===== config.mk =====
export PLATFORM = sky130hd
export DESIGN_NAME = sub_arbiter
export DESIGN_NICKNAME = d
export VERILOG_FILES = /design/src/rtl/sub_arbiter.sv
export SDC_FILE = /design/constraint.sdc
export NUM_CORES = 1
export LEC_CHECK = 0
export ABC_AREA = 1
export ABC_CLOCK_PERIOD_IN_PS = 3200
export BUFFER_PORTS_ARGS = -buffer_cell sky130_fd_sc_hd__buf_2
export CAP_MARGIN = 25
export CELL_PAD_IN_SITES_DETAIL_PLACEMENT = 0
export CELL_PAD_IN_SITES_GLOBAL_PLACEMENT = 2
export CORE_AREA = 2 2 112 60
export CTS_BUF_LIST = sky130_fd_sc_hd__clkbuf_8 sky130_fd_sc_hd__clkbuf_16
export CTS_CLUSTER_SIZE = 8
export DETAILED_ROUTE_END_ITERATION = 10
export DIE_AREA = 0 0 114 62
export GPL_TIMING_DRIVEN = 0
export PLACE_DENSITY_LB_ADDON = 0.1
export SYNTH_ARGS = -nofsm -noshare
export SYNTH_HDL_FRONTEND = slang
export SYNTH_SLANG_ARGS = --single-unit

===== constraint.sdc =====
create_clock -name clk_i -period 3.2 [get_ports clk_i]
set_clock_uncertainty 0.1 [all_clocks]
set_input_delay 0.64 -clock clk_i [delete_from_list [all_inputs] [get_ports clk_i]]
set_output_delay 0.64 -clock clk_i [all_outputs]
set_load 0.02 [all_outputs]

===== src/rtl/sub_arbiter.sv =====
// Two-requester round-robin subtractor with a single registered response.
// Operands are extended to N+1 bits so the top bit reports borrow/overflow.
module sub_arbiter #(
  parameter int N = 8
) (
  input  logic         clk_i,
  input  logic         rst_ni,
  input  logic         req0_valid_i,
  input  logic         req1_valid_i,
  output logic         req0_ready_o,
  output logic         req1_ready_o,
  input  logic         req0_sign_i,
  input  logic         req1_sign_i,
  input  logic [N-1:0] req0_data0_i,
  input  logic [N-1:0] req0_data1_i,
  input  logic [N-1:0] req1_data0_i,
  input  logic [N-1:0] req1_data1_i,
  output logic         rsp_valid_o,
  input  logic         rsp_ready_i,
  output logic [N-1:0] rsp_data_o,
  output logic         rsp_over_o,
  output logic         rsp_id_o,
  output logic         busy_o
);

  typedef enum logic [1:0] {
    IDLE,
    EXEC,
    RESP
  } state_t;

  localparam logic [N:0] ONE = (N+1)'(1);

  state_t       state_q, state_d;
  logic         last_q;
  logic         own_q;
  logic         sign_q;
  logic [N-1:0] a_q, b_q;
  logic [N-1:0] data_q;
  logic         over_q;
  logic         id_q;

  logic         is_idle;
  logic         any_v;
  logic         gnt1;
  logic         accept;
  logic [N:0]   ext_a, ext_b, diff;

  assign is_idle = (state_q == IDLE);
  assign any_v   = req0_valid_i | req1_valid_i;

  // Requester 1 wins when alone, or on a tie if 0 was granted last.
  assign gnt1    = req1_valid_i & (~req0_valid_i | ~last_q);
  assign accept  = is_idle & any_v;

  assign req0_ready_o = is_idle & req0_valid_i & ~gnt1;
  assign req1_ready_o = is_idle & gnt1;

  assign ext_a = {sign_q & a_q[N-1], a_q};
  assign ext_b = {sign_q & b_q[N-1], b_q};
  assign diff  = ext_a + ~ext_b + ONE;

  always_comb begin
    state_d = state_q;
    unique case (state_q)
      IDLE: if (any_v) state_d = EXEC;
      EXEC: state_d = RESP;
      RESP: if (rsp_ready_i) state_d = IDLE;
      default: state_d = IDLE;
    endcase
  end

  always_ff @(posedge clk_i or negedge rst_ni) begin
    if (!rst_ni) begin
      state_q <= IDLE;
    end else begin
      state_q <= state_d;
    end
  end

  always_ff @(posedge clk_i or negedge rst_ni) begin
    if (!rst_ni) begin
      last_q <= 1'b1;
      own_q  <= 1'b0;
      sign_q <= 1'b0;
      a_q    <= '0;
      b_q    <= '0;
    end else if (accept) begin
      last_q <= gnt1;
      own_q  <= gnt1;
      sign_q <= gnt1 ? req1_sign_i  : req0_sign_i;
      a_q    <= gnt1 ? req1_data0_i : req0_data0_i;
      b_q    <= gnt1 ? req1_data1_i : req0_data1_i;
    end
  end

  // Response fields only move in EXEC so they hold steady elsewhere.
  always_ff @(posedge clk_i or negedge rst_ni) begin
    if (!rst_ni) begin
      data_q <= '0;
      over_q <= 1'b0;
      id_q   <= 1'b0;
    end else if (state_q == EXEC) begin
      data_q <= diff[N-1:0];
      over_q <= diff[N];
      id_q   <= own_q;
    end
  end

  assign rsp_valid_o = (state_q == RESP);
  assign rsp_data_o  = data_q;
  assign rsp_over_o  = over_q;
  assign rsp_id_o    = id_q;
  assign busy_o      = ~is_idle;

endmodule


==> impl_metrics.toml, run 1 <==
[run_status]
status = "complete, no violations"

[setup_path]
cp_max_fo = 10
cp_slowest_cell = "dfstp_2"
arrival_ns = 1.52
cp-end-kind = "output pin"
critical_path.cell_chain = "nand2_1, nand2_4, inv_2, buf_6, nor2_1, buf_2"
crit_family = "flip-flops"
crit_buf_inv = 3
max_stage_delay_ns = 0.52
critPathKind = "flop to output pin"
r2r_cells = 9
start_kind = "flop"
cp_num_cells = 6
critical_path_required_ns = 2.46

[clock_tree]
clk_pin_slew_ns = 0.05
ctsResizeCount = 0
cts_sinks = 31
htree_levels = 2
cts_tree = "built"
clockBufferDepth = 2
insertion_delay_ns = 0.27
post_cts_buffers = 0
holdBufCountCts = 0
cts_buffers = 5
root_buffer = "clkbuf_16"

[layout]
diodes = 0
drive_above_1_share_pct = 25.44
final_common_cell = "nand2_1"
synthToLayoutAreaGrowth_pct = 28.60
nFillCells = 675
layout.nets = 335
finalNonFillerCells = 367
post-route-util_pct = 36.25
layout_common_cells = "nand2_1 (59), buf_2 (55), inv_1 (30), dfrtp_1 (30), nor2_1 (29)"
stdcell_area_sq_um = 2267

[yosys]
synth_fp_nets = 276
synth.ff_latch_count = 31
yosysSeqAreaShare_pct = 44.07
synth_warnings = 0
synth_cells = 228
synth_area_sq_um = 1763
synth_cell_types = 24
syn_avg_cell_area_sq_um = 7.732

[sta]
slew-limit-headroom_pct = 51.03
setup_viol = 0
fmax_mhz = 442.6
worst_pin_slew_ns = 0.7346
fin_ws_ns = 0.9405
setup_tns_ns = 0
post-route-min-period_ns = 2.260
fin_hold_ws_ns = 0.3261
drv_slew = 0
fin_crit_sh_pct = 70.61
hold_violations = 0
rsz0062_at_grt = "no"

[routing]
vias_per_cell = 4.264
detail_route.wl_per_cell_um = 13.66
drt_pass1_iterations = 4
drt-initial-drc-count = 65
postRouteWirelength_um = 5014
postRouteAntennaNets = 0
vias = 1565
drc = 0

[global_route]
track_usage_pct = 15.53
grt_pass1_wl_um = 7990
grt.overflow.total = 0
grt_max_degree = 32
grt_pass1_vias = 1486
antenna_found_initial = 0

[place]
pre_cts_ws_ns = 0.9484
place_congestion = 0.7324
port_buffers = 52
placedCellCount = 360
dp_hpwl_um = 3821
placed_area_sq_um = 2123

[pwr]
vdd_drop_max_uv = 252.8
p_leak_nw = 1.219
total_power_mw = 2.647
p_per_area_nw_per_um2 = 1167

[flow_run]
drv_cap = 0

[floorplan]
die_h_um = 62
rows = 21
core-area_sq_um = 6254
ioPinCount = 53
start_util_pct = 28.19
die_w_um = 114
dieArea_sq_um = 7068

[worst_hold_path]
hold_path_class = "input port to async pin"
per-layer routing:
metal	GRT usage [%]	wire (um)	up-vias	part of all wire (%)
met3	4.074	218	2	4.3
met2	19.30	1742	35	35
met5	0	0	-	0
met4	3.659	21	0	0.42
met1	25.34	3032	683	60
li1	-	-	845	-
Yosys cell counts, drive strengths merged:
master	number	area [sq um]
nand3b	2	15.01
and2	2	12.51
or2	2	12.52
dfstp	1	26.28
nand2	60	232.7
o21ai	32	171.4
ha	8	100.1
dfrtp	30	750.7
buf	6	52.54
inv	32	120.1
fa	1	20.02
a21oi	2	10.01
nor2	30	120.1
o22ai	10	68.81
nand3	10	50.05
path summary, 6_finish.rpt:
path                                           start                   endpoint  slack, ns
hold / removal                                rst_ni         b_q[0]$_DFFE_PN0P_       0.33
hold reg to reg            rsp_data_o[5]$_DFFE_PN0N_  rsp_data_o[5]$_DFFE_PN0N_       0.37
min in group clk_i         rsp_data_o[5]$_DFFE_PN0N_  rsp_data_o[5]$_DFFE_PN0N_       0.37
setup reg to reg                  b_q[0]$_DFFE_PN0P_  rsp_data_o[4]$_DFFE_PN0N_       1.37
setup / recovery                  last_q$_DFFE_PN1P_               req0_ready_o       0.94
max in group asynchronous                     rst_ni  rsp_data_o[7]$_DFFE_PN0N_       2.20
cell families after synthesis:
logic type	share of synthesized area, %
adders and majority gates	6.814
buffers and inverters	9.794
DFF	44.07
and+or+nand+nor	25.12
AOI/OAI and AO/OA	14.19
state kept, by name, indices dropped and copies added, names as in the netlist:
name / flops
b_q: 8
a_q: 8
rsp_id_o: 1
last_q: 1
state_q: 2
rsp_over_o: 1
sign_q: 1
own_q: 1
rsp_data_o: 8
where the power goes:
group	internal, mW	leakage [nW]	switching (mW)
sequential	0.598	0.377	0.109
clock	0.303	0.0727	0.169
combinational	0.545	0.769	0.921
layout make-up:
class	instances	area, sq um	area share, %
timing repair buffer	52	260.3	11.48
tap	80	100.1	4.415
buffer	6	52.55	2.318
multi-input combinational	159	813.3	35.87
clock inverter	1	5.005	0.2208
clock buffer	6	138.9	6.126
inverter	32	120.1	5.298
sequential	31	777.0	34.27
(Power assumes the default switching activity.)
==> inputs of run 2 (changes only) <==
Settings changed: ABC_AREA 1 to 0, ABC_CLOCK_PERIOD_IN_PS 3200 to 2250, CORE_AREA 2 2 112 60 to 2 2 111 59, DIE_AREA 0 0 114 62 to 0 0 113 61.
Clock period 3.2 ns to 2.25 ns, I/O delays scaled along.
==> run 2 against run 1 <==
The run now ends with design-rule violations left; routed wire length fell by 17%; utilization rose by 1.6 points; synthesized area fell by 2.3%; cell area fell by 1.4%; first-iteration DRC count fell by 45%; combinational power rose by 33%; sequential power rose by 44%; cell count fell by 15%; via count fell by 11%; critical path depth rose by 2; die area fell by 2.5%; total power rose by 38%; critical path type is now flop to flop; highest routed layer unchanged.
==> impl_metrics.toml, run 2 <==
[place]
port_buffers = 52
dp_hpwl_um = 3333
place_congestion = 0.7034

[clock_tree]
clk_pin_slew_ns = 0.05
cts_sinks = 31
post_cts_buffers = 0
cts_tree = "built"
cts_buffers = 5
insertion_delay_ns = 0.27
root_buffer = "clkbuf_16"
clockBufferDepth = 2
holdBufCountCts = 0
htree_levels = 2
ctsResizeCount = 0

[pwr]
vdd_drop_max_uv = 442.9
p_per_area_nw_per_um2 = 1640
p_leak_nw = 1.142

[global_route]
grt.overflow.total = 0
track_usage_pct = 13.39
grt_pass1_wl_um = 6748
grt_max_degree = 32
antenna_found_initial = 0
grt_pass1_vias = 1300

[setup_path]
critical_path.cell_chain = "inv_1, ha_1, fa_1, nor2b_4, o31a_2, o22ai_2, o221a_2, o21ai_1"
critPathKind = "flop to flop"
critical_path_required_ns = 2.29
cp-end-kind = "flop"
cp_max_fo = 3
max_stage_delay_ns = 0.37
start_kind = "flop"
arrival_ns = 2.08
cp_slowest_cell = "dfrtp_1"

[yosys]
yosysTopAreaCell = "dfrtp_1"
syn_avg_cell_area_sq_um = 9.838
synth-edff-count = 0
synth_async_sr_flop_share_pct = 100.0
yosysSeqAreaShare_pct = 45.13
synth_top_area_share_pct = 43.60
synth_cell_types = 40
synth.ff_latch_count = 31
synth_cells = 175
synth_flop_cell = "dfrtp_1"
synthTopCellsByArea = "dfrtp_1 (44%), mux2i_1 (9.9%), o21ai_0 (7.3%)"
synthTopCellsByCount = "dfrtp_1 (30), nand2_1 (26), o21ai_0 (25), mux2i_1 (17), inv_1 (14)"
synth_warnings = 0
synth.most_common_cell = "dfrtp_1"
synth_area_sq_um = 1722
synth_fp_nets = 223

[layout]
drive_above_1_share_pct = 31.49
layout.nets = 282
diodes = 0
multi_input_area_sq_um = 853.3
synthToLayoutAreaGrowth_pct = 29.80
layout_common_cells = "buf_2 (53), dfrtp_1 (30), nand2_1 (26)"
nFillCells = 621
final_common_cell = "buf_2"
seq_area_sq_um = 777.0

[routing]
drt-initial-drc-count = 36
vias = 1396
vias_per_cell = 4.474
drc = 3
detail_route.wl_per_cell_um = 13.38
postRouteAntennaNets = 0
postRouteWirelength_um = 4174
drt_pass1_iterations = 7

[sta]
fmax_mhz = 491.3
fin_hold_ws_ns = 0.1301
hold_violations = 0
post-route-min-period_ns = 2.035
drv_slew = 0
setup_viol = 0
setup_tns_ns = 0
worst_pin_slew_ns = 0.7040
rsz0062_at_grt = "no"
slew-limit-headroom_pct = 53.07
fin_crit_sh_pct = 90.46

[floorplan]
die_h_um = 61
ioPinCount = 53
die_w_um = 113
start_util_pct = 29.15
dieArea_sq_um = 6893
core-area_sq_um = 5906
rows = 20

[worst_hold_path]
hold_path_class = "input port to async pin"

[run_status]
violations = "design-rule violations"
status = "finished, violations left"

[flow_run]
drv_cap = 0
## run 2: worst paths after layout
| check | cells after the start | to | from | slack (ns) |
|---|---|---|---|---|
| min in group clk_i | 2 | state_q[1]$_DFFE_PN0P_ | rsp_ready_i | 0.28 |
| max in group asynchronous | 1 | rsp_over_o$_DFFE_PN0N_ | rst_ni | 1.46 |
| hold reg to reg | 2 | rsp_data_o[6]$_DFFE_PN0N_ | rsp_data_o[6]$_DFFE_PN0N_ | 0.37 |
| setup / recovery | 8 | rsp_over_o$_DFFE_PN0N_ | a_q[0]$_DFFE_PN0P_ | 0.21 |
| hold / removal | 1 | b_q[6]$_DFFE_PN0P_ | rst_ni | 0.13 |
| setup reg to reg | 8 | rsp_over_o$_DFFE_PN0N_ | a_q[0]$_DFFE_PN0P_ | 0.21 |
## run 2: area by class of cell
class	instances	share of cell area, %
buffer	7	1.736
tap	77	4.311
clock inverter	1	0.1680
inverter	14	2.352
multi-input combinational	123	38.19
timing repair buffer	52	11.65
sequential	31	34.77
clock buffer	7	6.831
## run 2: critical path, delay by kind of cell, from the launching register on
| family | cells | cell delay [ns] |
|---|---|---|
| adders and majority gates | 2 | 0.49 |
| DFF | 1 | 0.37 |
| AOI/OAI and AO/OA | 4 | 0.79 |
| buffers and inverters | 1 | 0.10 |
| and+or+nand+nor | 1 | 0.06 |
## run 2: cells by family after synthesis
logic type | after synthesis | share of synthesized area, %
xor gates and xnor gates | 3 | 1.526
AOI/OAI and AO/OA | 47 | 18.09
muxes | 18 | 10.54
and+or+nand+nor | 46 | 12.43
buffers and inverters | 21 | 5.305
adders and majority gates | 9 | 6.977
DFF | 31 | 45.13
## run 2: metrics by stage
step / area (sq um) / power (mW) / setup WS (ns) / cells / utilization, %
floorplan: 1722 / 2.438 / 0.4249 / 175 / -
global placement: 2078 / 2.956 / 0.2801 / 304 / 35.19
detailed placement: 2078 / 3.005 / 0.2321 / 304 / 35.19
CTS: 2235 / 3.709 / 0.2134 / 312 / 37.84
global route: 2235 / 4.012 / 0.1499 / 312 / 37.84
finish: 2235 / 3.665 / 0.2146 / 312 / 37.84
## run 2: power by group
group / switching [mW] / leakage (nW) / internal (mW)
registers: 0.170 / 0.379 / 0.849
clock network: 0.221 / 0.0813 / 0.465
logic: 1.15 / 0.681 / 0.809
total: 1.54 / 1.14 / 2.12
## run 2: metal layers
metal	up-vias	global-route usage [%]	routed length [um]
met3	2	4.496	288
met5	-	0	0
met4	0	3.659	17
li1	725	-	-
met1	633	20.48	2315
met2	36	17.62	1553
==> inputs of run 3 (changes only) <==
Settings changed: CORE_AREA 2 2 111 59 to 2 2 107 57, CTS_BUF_LIST sky130_fd_sc_hd__clkbuf_8 sky130_fd_sc_hd__clkbuf_16 to sky130_fd_sc_hd__clkbuf_4 sky130_fd_sc_hd__clkbuf_8, DIE_AREA 0 0 113 61 to 0 0 109 59.
==> run 3 against run 2 <==
The run now ends clean; clock-buffer cell count is 1 higher; global-route usage is 0.62 points higher; total power is 5.9% lower; sequential share of layout area is 0.92 points higher; sequential cell count stayed put; cell area is 2.6% lower; routed wire length is 1.5% lower; clock power is 27% lower; register-to-register slack better by 0.08 ns; critical path depth is 3 lower; critical path type is now flop to output pin; largest cell class unchanged.
==> impl_metrics.toml, run 3 (same netlist as run 2, synthesis figures left out) <==
[run_status]
status = "complete, no violations"

[global_route]
grt_max_degree = 32
antenna_found_initial = 0
grt_pass1_wl_um = 6637
track_usage_pct = 14.01
grt_pass1_vias = 1340
grt.overflow.total = 0

[setup_path]
critical_path_required_ns = 1.70
cp_max_fo = 10
cp-end-kind = "output pin"
max_stage_delay_ns = 0.55
r2r-start = "b_q[0]$_DFFE_PN0P_"
critical_path.cell_chain = "a21boi_2, buf_4, buf_6, nor2_1, buf_2"
crit_buf_inv = 3
start_kind = "flop"
r2r-end = "rsp_over_o$_DFFE_PN0N_"
crit_family = "flip-flops"
cp_num_cells = 5
cp_slowest_cell = "dfstp_2"
r2r_cells = 7
critPathKind = "flop to output pin"
arrival_ns = 1.52
r2r_slack_ns = 0.29

[routing]
postRouteAntennaNets = 0
drt-initial-drc-count = 35
postRouteWirelength_um = 4111
detail_route.wl_per_cell_um = 13.35
vias = 1378
drt_pass1_iterations = 4
drc = 0
vias_per_cell = 4.474

[clock_tree]
insertion_delay_ns = 0.28
post_cts_buffers = 0
cts_tree = "built"
root_buffer = "clkbuf_8"
holdBufCountCts = 0
cts_buffers = 5
htree_levels = 2
cts_sinks = 31
clockBufferDepth = 2
ctsResizeCount = 0
clk_pin_slew_ns = 0.07

[sta]
slew-limit-headroom_pct = 51.21
fin_crit_sh_pct = 91.87
fmax_mhz = 483.8
drv_slew = 0
worst_pin_slew_ns = 0.7319
rsz0062_at_grt = "no"
post-route-min-period_ns = 2.067
hold_violations = 0
setup_tns_ns = 0
setup_viol = 0

[floorplan]
ioPinCount = 53
core-area_sq_um = 5396
die_w_um = 109
dieArea_sq_um = 6431
start_util_pct = 31.90
die_h_um = 59
rows = 19

[flow_run]
drv_cap = 0

[place]
dp_hpwl_um = 3199
port_buffers = 52
place_congestion = 0.7104

[pwr]
p_leak_nw = 1.116
vdd_drop_max_uv = 494.6
p_per_area_nw_per_um2 = 1585

[layout]
synthToLayoutAreaGrowth_pct = 26.45
final_common_cell = "buf_2"
nFillCells = 568
layout_common_cells = "buf_2 (53), dfrtp_1 (30), nand2_1 (26)"
post-route-util_pct = 40.34
layout.nets = 282
diodes = 0
drive_above_1_share_pct = 31.91

[worst_hold_path]
hold_path_class = "input port to async pin"
run 3: how the worst max path moves through the flow:
stage | endpoint | from | slack [ns]
finish | req0_ready_o | last_q$_DFFE_PN1P_ | 0.18
detailed placement | rsp_over_o$_DFFE_PN0N_ | b_q[0]$_DFFE_PN0P_ | 0.28
floorplan | rsp_over_o$_DFFE_PN0N_ | a_q[0]$_DFFE_PN0P_ | 0.42
global route | req0_ready_o | last_q$_DFFE_PN1P_ | 0.12
global placement | rsp_over_o$_DFFE_PN0N_ | a_q[0]$_DFFE_PN0P_ | 0.31
CTS | req0_ready_o | last_q$_DFFE_PN1P_ | 0.18
run 3: final cells by class:
type                       count  area (sq um)  area share [%]
multi-input combinational    123         853.3           39.20
sequential                    31         777.0           35.69
buffer                         7         38.79           1.782
tap                           73         91.34           4.195
inverter                      14         52.55           2.414
timing repair buffer          52         260.3           11.95
clock buffer                   8         103.9           4.770
run 3: metal layers:
metal  global-route usage, %  vias to the layer above  part of all wire (%)
met2                   17.83                       34                    37
met1                   22.30                      625                    58
met5                       0                        -                     0
li1                        -                      717                     -
met4                   3.297                        0                  0.24
met3                   4.396                        2                   4.9
run 3: where the power goes:
part           internal (mW)  total, mW  switching, mW  leakage (nW)
sequential             0.848       1.02          0.174         0.379
clock                  0.291      0.501          0.210        0.0549
combinational          0.806       1.93           1.12         0.681
run 3: per-stage QoR:
| step | cell area, sq um | setup slack (ns) | power [mW] | cells | hold slack, ns |
|---|---|---|---|---|---|
| 3_5_place_dp | 2073 | 0.2750 | 2.980 | 300 | 0.3651 |
| 6_report | 2177 | 0.1829 | 3.450 | 308 | 0.1259 |
| 3_3_place_gp | 2073 | 0.3081 | 2.954 | 300 | 0.3547 |
| 5_1_grt | 2177 | 0.1240 | 3.784 | 308 | 0.1732 |
| 2_1_floorplan | 1722 | 0.4249 | 2.438 | 175 | 0.05441 |
| 4_1_cts | 2177 | 0.1756 | 3.492 | 308 | 0.1536 |
